## config.mk

```make
export PLATFORM = sky130hd
export DESIGN_NAME = riscv_id_stage
export DESIGN_NICKNAME = d
export VERILOG_FILES = /design/src/rtl/riscv_id_stage_pkg.sv /design/src/rtl/riscv_id_stage_regfile.sv /design/src/rtl/riscv_id_stage.sv
export SDC_FILE = /design/constraint.sdc
export NUM_CORES = 2
export LEC_CHECK = 0
export BUFFER_PORTS_ARGS = -buffer_cell sky130_fd_sc_hd__buf_4
export CAP_MARGIN = 20
export CORE_MARGIN = 1.5
export CORE_UTILIZATION = 55
export DETAILED_ROUTE_END_ITERATION = 12
export GPL_TIMING_DRIVEN = 0
export PLACE_DENSITY = 0.68
export SLEW_MARGIN = 20
export SYNTH_ARGS = -nofsm -noshare
export SYNTH_HDL_FRONTEND = slang
export SYNTH_SLANG_ARGS = --single-unit
```

## constraint.sdc

```tcl
create_clock -name i_clock -period 59 [get_ports i_clock]
set_input_delay 2.95 -clock i_clock [delete_from_list [all_inputs] [get_ports i_clock]]
set_output_delay 2.95 -clock i_clock [all_outputs]
set_load 0.05 [all_outputs]
```

## src/rtl/riscv_id_stage_pkg.sv

```systemverilog
// Shared RV32I decode types: instruction fields, control bus, ID/EX payload and immediate helpers.
package riscv_id_stage_pkg;

  localparam int unsigned XLEN        = 32;
  localparam int unsigned NB_REG_ADDR = 5;
  localparam int unsigned NB_OPCODE   = 7;
  localparam int unsigned NB_FUNCT3   = 3;

  localparam logic [NB_OPCODE-1:0] OP_R_R    = 7'b0110011;
  localparam logic [NB_OPCODE-1:0] OP_IMM    = 7'b0010011;
  localparam logic [NB_OPCODE-1:0] OP_LOAD   = 7'b0000011;
  localparam logic [NB_OPCODE-1:0] OP_STORE  = 7'b0100011;
  localparam logic [NB_OPCODE-1:0] OP_BRANCH = 7'b1100011;
  localparam logic [NB_OPCODE-1:0] OP_LUI    = 7'b0110111;
  localparam logic [NB_OPCODE-1:0] OP_AUIPC  = 7'b0010111;
  localparam logic [NB_OPCODE-1:0] OP_JAL    = 7'b1101111;
  localparam logic [NB_OPCODE-1:0] OP_JALR   = 7'b1100111;

  localparam logic [NB_FUNCT3-1:0] F3_SRL_SRA = 3'b101;
  localparam logic [NB_FUNCT3-1:0] ALU_ADD    = 3'b000;

  typedef struct packed {
    logic [6:0]             funct7;
    logic [NB_REG_ADDR-1:0] rs2;
    logic [NB_REG_ADDR-1:0] rs1;
    logic [NB_FUNCT3-1:0]   funct3;
    logic [NB_REG_ADDR-1:0] rd;
    logic [NB_OPCODE-1:0]   opcode;
  } instruction_t;

  typedef struct packed {
    logic                   alu_src1;
    logic                   alu_src2;
    logic [NB_FUNCT3-1:0]   alu_op;
    logic                   arith_logic;
    logic                   dmem_rd;
    logic                   dmem_wr;
    logic [NB_FUNCT3-1:0]   ld_st_funct3;
    logic                   rf_wr;
    logic                   wb_to_rf;
    logic [NB_REG_ADDR-1:0] rd;
  } control_bus_t;

  typedef struct packed {
    logic                   valid;
    control_bus_t           ctrl;
    logic [XLEN-1:0]        pc;
    logic [XLEN-1:0]        rs1_data;
    logic [XLEN-1:0]        rs2_data;
    logic [XLEN-1:0]        imm;
    logic [NB_REG_ADDR-1:0] rs1;
    logic [NB_REG_ADDR-1:0] rs2;
    logic                   branch;
    logic                   jal;
    logic                   jalr;
    logic                   illegal;
  } id_ex_t;

  typedef enum logic [2:0] {
    IMM_I,
    IMM_S,
    IMM_B,
    IMM_U,
    IMM_J,
    IMM_NONE
  } imm_sel_t;

  // Immediate reassembly; every format sign-extends from instruction bit 31.
  function automatic logic [XLEN-1:0] imm_extract(input instruction_t ins, input imm_sel_t sel);
    logic [XLEN-1:0] w;
    logic [XLEN-1:0] imm;
    w = ins;
    case (sel)
      IMM_I:   imm = {{20{w[31]}}, w[31:20]};
      IMM_S:   imm = {{20{w[31]}}, w[31:25], w[11:7]};
      IMM_B:   imm = {{19{w[31]}}, w[31], w[7], w[30:25], w[11:8], 1'b0};
      IMM_U:   imm = {w[31:12], 12'b0};
      IMM_J:   imm = {{11{w[31]}}, w[31], w[19:12], w[20], w[30:21], 1'b0};
      default: imm = '0;
    endcase
    return imm;
  endfunction

endpackage

```

## src/rtl/riscv_id_stage_regfile.sv

```systemverilog
// 2-read / 1-write register file; x0 reads zero and same-cycle writes bypass to the readers.
module riscv_regfile
  import riscv_id_stage_pkg::*;
#(
  parameter int unsigned NB_WORD     = 32,
  parameter int unsigned N_REGISTERS = 32,
  localparam int unsigned NB_ADDR    = $clog2(N_REGISTERS)
) (
  input  logic               clock,
  input  logic               reset,
  input  logic [NB_ADDR-1:0] rs1,
  input  logic [NB_ADDR-1:0] rs2,
  output logic [NB_WORD-1:0] rs1_data,
  output logic [NB_WORD-1:0] rs2_data,
  input  logic               wr_en,
  input  logic [NB_ADDR-1:0] wr_addr,
  input  logic [NB_WORD-1:0] wr_data
);

  logic [NB_WORD-1:0] regs [N_REGISTERS];
  logic               wr_act;

  assign wr_act = wr_en && (wr_addr != '0);

  always_ff @(posedge clock or posedge reset) begin
    if (reset) begin
      for (int i = 0; i < int'(N_REGISTERS); i++) regs[i] <= '0;
    end else if (wr_act) begin
      regs[wr_addr] <= wr_data;
    end
  end

  assign rs1_data = (rs1 == '0)                  ? '0      :
                    (wr_act && (wr_addr == rs1)) ? wr_data : regs[rs1];
  assign rs2_data = (rs2 == '0)                  ? '0      :
                    (wr_act && (wr_addr == rs2)) ? wr_data : regs[rs2];

endmodule

```

## src/rtl/riscv_id_stage.sv

```systemverilog
// RV32I decode stage: register file, instruction decode, load-use stall and the ID/EX register.
module riscv_id_stage
  import riscv_id_stage_pkg::*;
#(
  parameter int unsigned NB_WORD     = 32,
  parameter int unsigned N_REGISTERS = 32
) (
  input  logic                   i_clock,
  input  logic                   i_reset,
  input  logic                   i_valid,
  input  logic [XLEN-1:0]        i_instruction,
  input  logic [NB_WORD-1:0]     i_pc,
  input  logic                   i_flush,
  input  logic                   i_wb_rf_wr,
  input  logic [NB_REG_ADDR-1:0] i_wb_rd,
  input  logic [NB_WORD-1:0]     i_wb_data,
  output logic                   o_stall,
  output logic                   o_valid,
  output control_bus_t           o_ctrl,
  output logic [NB_WORD-1:0]     o_pc,
  output logic [NB_WORD-1:0]     o_rs1_data,
  output logic [NB_WORD-1:0]     o_rs2_data,
  output logic [NB_WORD-1:0]     o_imm,
  output logic [NB_REG_ADDR-1:0] o_rs1,
  output logic [NB_REG_ADDR-1:0] o_rs2,
  output logic                   o_branch,
  output logic                   o_jal,
  output logic                   o_jalr,
  output logic                   o_illegal
);

  instruction_t       instr;
  logic [NB_WORD-1:0] rf_rs1_data;
  logic [NB_WORD-1:0] rf_rs2_data;
  id_ex_t             dec;
  id_ex_t             id_ex;
  logic               load_pending;

  assign instr = i_instruction;

  riscv_regfile #(
    .NB_WORD     (NB_WORD),
    .N_REGISTERS (N_REGISTERS)
  ) u_regfile (
    .clock    (i_clock),
    .reset    (i_reset),
    .rs1      (instr.rs1),
    .rs2      (instr.rs2),
    .rs1_data (rf_rs1_data),
    .rs2_data (rf_rs2_data),
    .wr_en    (i_wb_rf_wr),
    .wr_addr  (i_wb_rd),
    .wr_data  (i_wb_data)
  );

  // Unused source indices and operands are zeroed so forwarding and the hazard check ignore them.
  function automatic id_ex_t decode(input instruction_t ins, input logic [XLEN-1:0] pc,
                                    input logic [XLEN-1:0] rs1_data,
                                    input logic [XLEN-1:0] rs2_data);
    id_ex_t       r;
    control_bus_t c;
    imm_sel_t     sel;
    logic         use1;
    logic         use2;
    logic         wr;
    r    = '0;
    c    = '0;
    sel  = IMM_NONE;
    use1 = 1'b0;
    use2 = 1'b0;
    wr   = 1'b0;
    case (ins.opcode)
      OP_R_R: begin
        use1 = 1'b1; use2 = 1'b1; wr = 1'b1;
        c.alu_op      = ins.funct3;
        c.arith_logic = ins.funct7[5];
      end
      OP_IMM: begin
        use1 = 1'b1; wr = 1'b1; sel = IMM_I;
        c.alu_src2    = 1'b1;
        c.alu_op      = ins.funct3;
        c.arith_logic = (ins.funct3 == F3_SRL_SRA) && ins.funct7[5];
      end
      OP_LOAD: begin
        use1 = 1'b1; wr = 1'b1; sel = IMM_I;
        c.alu_src2     = 1'b1;
        c.alu_op       = ALU_ADD;
        c.dmem_rd      = 1'b1;
        c.ld_st_funct3 = ins.funct3;
        c.wb_to_rf     = 1'b1;
      end
      OP_STORE: begin
        use1 = 1'b1; use2 = 1'b1; sel = IMM_S;
        c.alu_src2     = 1'b1;
        c.alu_op       = ALU_ADD;
        c.dmem_wr      = 1'b1;
        c.ld_st_funct3 = ins.funct3;
      end
      OP_BRANCH: begin
        use1 = 1'b1; use2 = 1'b1; sel = IMM_B;
        c.ld_st_funct3 = ins.funct3;
        r.branch       = 1'b1;
      end
      OP_LUI: begin
        wr = 1'b1; sel = IMM_U;
        c.alu_src2 = 1'b1;
        c.alu_op   = ALU_ADD;
      end
      OP_AUIPC: begin
        wr = 1'b1; sel = IMM_U;
        c.alu_src1 = 1'b1;
        c.alu_src2 = 1'b1;
        c.alu_op   = ALU_ADD;
      end
      OP_JAL: begin
        wr = 1'b1; sel = IMM_J;
        c.alu_src1 = 1'b1;
        c.alu_src2 = 1'b1;
        r.jal      = 1'b1;
      end
      OP_JALR: begin
        use1 = 1'b1; wr = 1'b1; sel = IMM_I;
        c.alu_src2 = 1'b1;
        r.jalr     = 1'b1;
      end
      default: r.illegal = 1'b1;
    endcase
    if (wr && (ins.rd != '0)) begin
      c.rf_wr = 1'b1;
      c.rd    = ins.rd;
    end
    r.valid    = 1'b1;
    r.ctrl     = c;
    r.pc       = pc;
    r.imm      = imm_extract(ins, sel);
    r.rs1      = use1 ? ins.rs1 : '0;
    r.rs2      = use2 ? ins.rs2 : '0;
    r.rs1_data = use1 ? rs1_data : '0;
    r.rs2_data = use2 ? rs2_data : '0;
    return r;
  endfunction

  assign dec = decode(instr, i_pc, rf_rs1_data, rf_rs2_data);

  // A load in EX whose destination feeds a used source of the instruction in ID.
  assign load_pending = id_ex.valid && id_ex.ctrl.dmem_rd && (id_ex.ctrl.rd != '0);
  assign o_stall      = i_valid && !i_flush && load_pending &&
                        ((dec.rs1 == id_ex.ctrl.rd) || (dec.rs2 == id_ex.ctrl.rd));

  always_ff @(posedge i_clock or posedge i_reset) begin
    if (i_reset) begin
      id_ex <= '0;
    end else if (i_flush || o_stall || !i_valid) begin
      id_ex <= '0;
    end else begin
      id_ex <= dec;
    end
  end

  assign o_valid    = id_ex.valid;
  assign o_ctrl     = id_ex.ctrl;
  assign o_pc       = id_ex.pc;
  assign o_rs1_data = id_ex.rs1_data;
  assign o_rs2_data = id_ex.rs2_data;
  assign o_imm      = id_ex.imm;
  assign o_rs1      = id_ex.rs1;
  assign o_rs2      = id_ex.rs2;
  assign o_branch   = id_ex.branch;
  assign o_jal      = id_ex.jal;
  assign o_jalr     = id_ex.jalr;
  assign o_illegal  = id_ex.illegal;

endmodule

```

==> out/results.ini <==
[outcome]
status = completed

[cells_and_area]
seqCellArea_sq_um = 29630
fillers = 8361
layout_common_cells = dfrtp_1 (1,184), mux2_2 (982), mux2i_1 (544), buf_4 (269)
layout.nets = 4919
multi_input_area_sq_um = 28330
area_delta_synth_final_pct = 14.37
drive_gt1_frac = 0.3863
final_common_cell = dfrtp_1
fin_util = 0.6370

[route]
first_pass_iters = 8
drtIter0Drc = 5584
via_per_inst = 7.094
route.detailed.drc = 0
wl_per_cell_microns = 35.89
wirelength_mm = 226.6
antenna_left = 0
vias = 44789

[synth]
synthesis.nets = 4505
syn_inst = 4399
ys_warn_count = 0
synth-main-ff-cell = dfrtp_1
ys_ff_latch = 1184
syn_avg_cell_area_sq_um = 13.63
synth_cell_type_count = 53
yosysSeqAreaShare = 0.4942
synth-edff-count = 0
synthArstFlopShare = 1.000
syn_area_sq_um = 59960

[floorplan]
die_w_microns = 333.2
die_h_microns = 333.2
core_region_area_sq_um = 107700
die-area_sq_um = 111000
start_util = 0.5569
row_count = 120
ios = 268

[timing]
finClkSkew_ps = 26.65
setup_viol = 0
fin_crit_ps = 7984
setup_tns_ps = 0
tightest_slew_ps = 1362
maxSlewHeadroom = 0.09209
finalHoldViolCount = 0
slew_violations = 0
hold_ws_ps = 480.7
finalCritPeriodShare = 0.1353
rsz0062_at_grt = no
layout_setup_ws_ps = 51020
fmax_mhz = 125.2

[critical_path]
critPathArrivalTime_ps = 5030
critPathMaxFanout = 8
crit_type = in -> out
worstSetupEndpointType = output pin
critPathLaunchType = input port
cp.required_ps = 56050

[clocking]
cts_root_buf = clkbuf_16
ctsHoldBuffers = 0
cts_tree = done
cts_made_buffers = 133
cts_sinks = 1184
cts_resized = 0
clock_latency_ps = 770
clk_pin_slew_ps = 60
clk_path_buf_depth = 3
htree_levels = 4
post_cts_buffers = 0

[global_route]
gr-total-overflow = 0
grt_pass1_wl_mm = 320.6
grt_pass1_vias = 44106
antenna_found_initial = 7
grt_max_degree = 106
grt.total_usage = 0.4059

[run]
maxCapViolCount = 0

[power_and_ir_drop]
power_mw = 2.342
peakVddDrop_mv = 0.02564
power_density_nw_per_um2 = 34.16
p_leak_nw = 31.33

[place]
gp_congestion = 0.9794
detailed_place_hpwl_mm = 155.5
place_ws_ps = 51080
io_buffer_count = 258

[hold_path]
hold_class = reg -> reg

layer usage:
metal | up-vias | part of all wire | track usage
li1 | 17526 | - | -
met1 | 23519 | 0.38 | 0.5259
met2 | 2989 | 0.44 | 0.5986
met3 | 745 | 0.11 | 0.1333
met4 | 10 | 0.063 | 0.2313
met5 | - | 0.0013 | 0.01607
cell type report:
cell class	instances	share of cell area
Sequential cell	1184	0.4321
Clock inverter	31	0.005601
Buffer	486	0.03001
Antenna cell	11	0.0004014
Clock buffer	191	0.05840
Tap cell	1403	0.02560
Timing Repair Buffer	279	0.03450
Multi-Input combinational cell	2725	0.4131
Inverter	4	0.0003284
power breakdown:
part | total [mW] | switching [mW] | leakage (nW) | internal [mW]
combinational | 0.441 | 0.209 | 13.8 | 0.232
clock | 0.848 | 0.345 | 2.16 | 0.503
sequential | 1.05 | 0.106 | 15.4 | 0.947
total | 2.34 | 0.660 | 31.3 | 1.68
flip-flops by register name, indices dropped and copies added (netlist names), 5 cells and up:
register and flops:
o_imm 32, u_regfile.regs 1024, o_rs2 5, o_rs1_data 32, o_pc 32, o_rs1 5
o_rs2_data 32, o_ctrl 17
synth_stat cells, types with 2 or more instances:
cell,number,area (sq um)
mux2_2,982,11060
and3_1,19,118.9
o22ai_1,161,1007
xnor2_1,9,78.83
or4_1,37,277.8
buf_2,103,515.5
nand2b_1,6,37.54
o21ai_0,5,25.02
nor4b_1,6,52.55
nand3b_1,8,60.06
a22o_1,64,560.5
or2_2,5,31.28
mux2_1,11,123.9
a22oi_1,134,1006
a21o_1,2,15.01
dfrtp_1,1184,29630
nor4_1,34,212.7
a221oi_1,64,560.5
nand3_1,15,75.07
or3b_2,2,17.52
o211ai_1,2,15.01
and2_1,38,237.7
clkbuf_1,269,1010
nor2_1,69,259.0
a21oi_1,121,605.6
and3b_1,3,26.28
inv_1,3,11.26
nor3b_1,3,22.52
o311a_1,2,20.02
mux4_2,256,5766
nor3_1,8,40.04
xor2_1,6,52.55
nand4_1,3,18.77
or3_1,2,12.51
buf_4,10,75.07
nand2_1,83,311.6
a2111o_1,2,22.52
mux2i_1,544,5445
buf_1,103,386.6
nor2b_1,8,50.05
worst paths after layout:
kind | start | to | slack [ps] | cells past startpoint
max | i_instruction[19] | o_stall | 51020 | 8
min | u_regfile.regs[996] | u_regfile.regs[996] | 480 | 1
max reg2reg | o_ctrl[0] | o_rs1_data[8] | 55520 | 7
min reg2reg | u_regfile.regs[996] | u_regfile.regs[996] | 480 | 1
max in group asynchronous | i_reset | o_rs2_data[10] | 54780 | 6
min in group asynchronous | i_reset | u_regfile.regs[95] | 2190 | 2
metrics by stage:
step,std cells,instance area [sq um]
finish,6314,68570
CTS,6301,68510
floorplan,4399,59960
detailed placement,6079,64120
global placement,6060,63650
global route,6303,68550
worst max-delay path, stage by stage:
cell and delay [ps]:
clkbuf_1 330, or2_2 180, clkbuf_1 650, o211ai_1 200
a22oi_1 230, a2111o_1 190, nand2_1 80, buf_4 200
logic make-up after synthesis:
logic type	count (synthesis)	share of synthesized area
flip-flops	1184	0.4942
AO/OA/AOI/OAI	566	0.06519
multiplexers	1793	0.3735
buffers and inverters	490	0.03358
XOR/XNOR	15	0.002191
AND/OR/NAND/NOR	351	0.03139
Note: power is estimated with default switching activity, not from simulation.
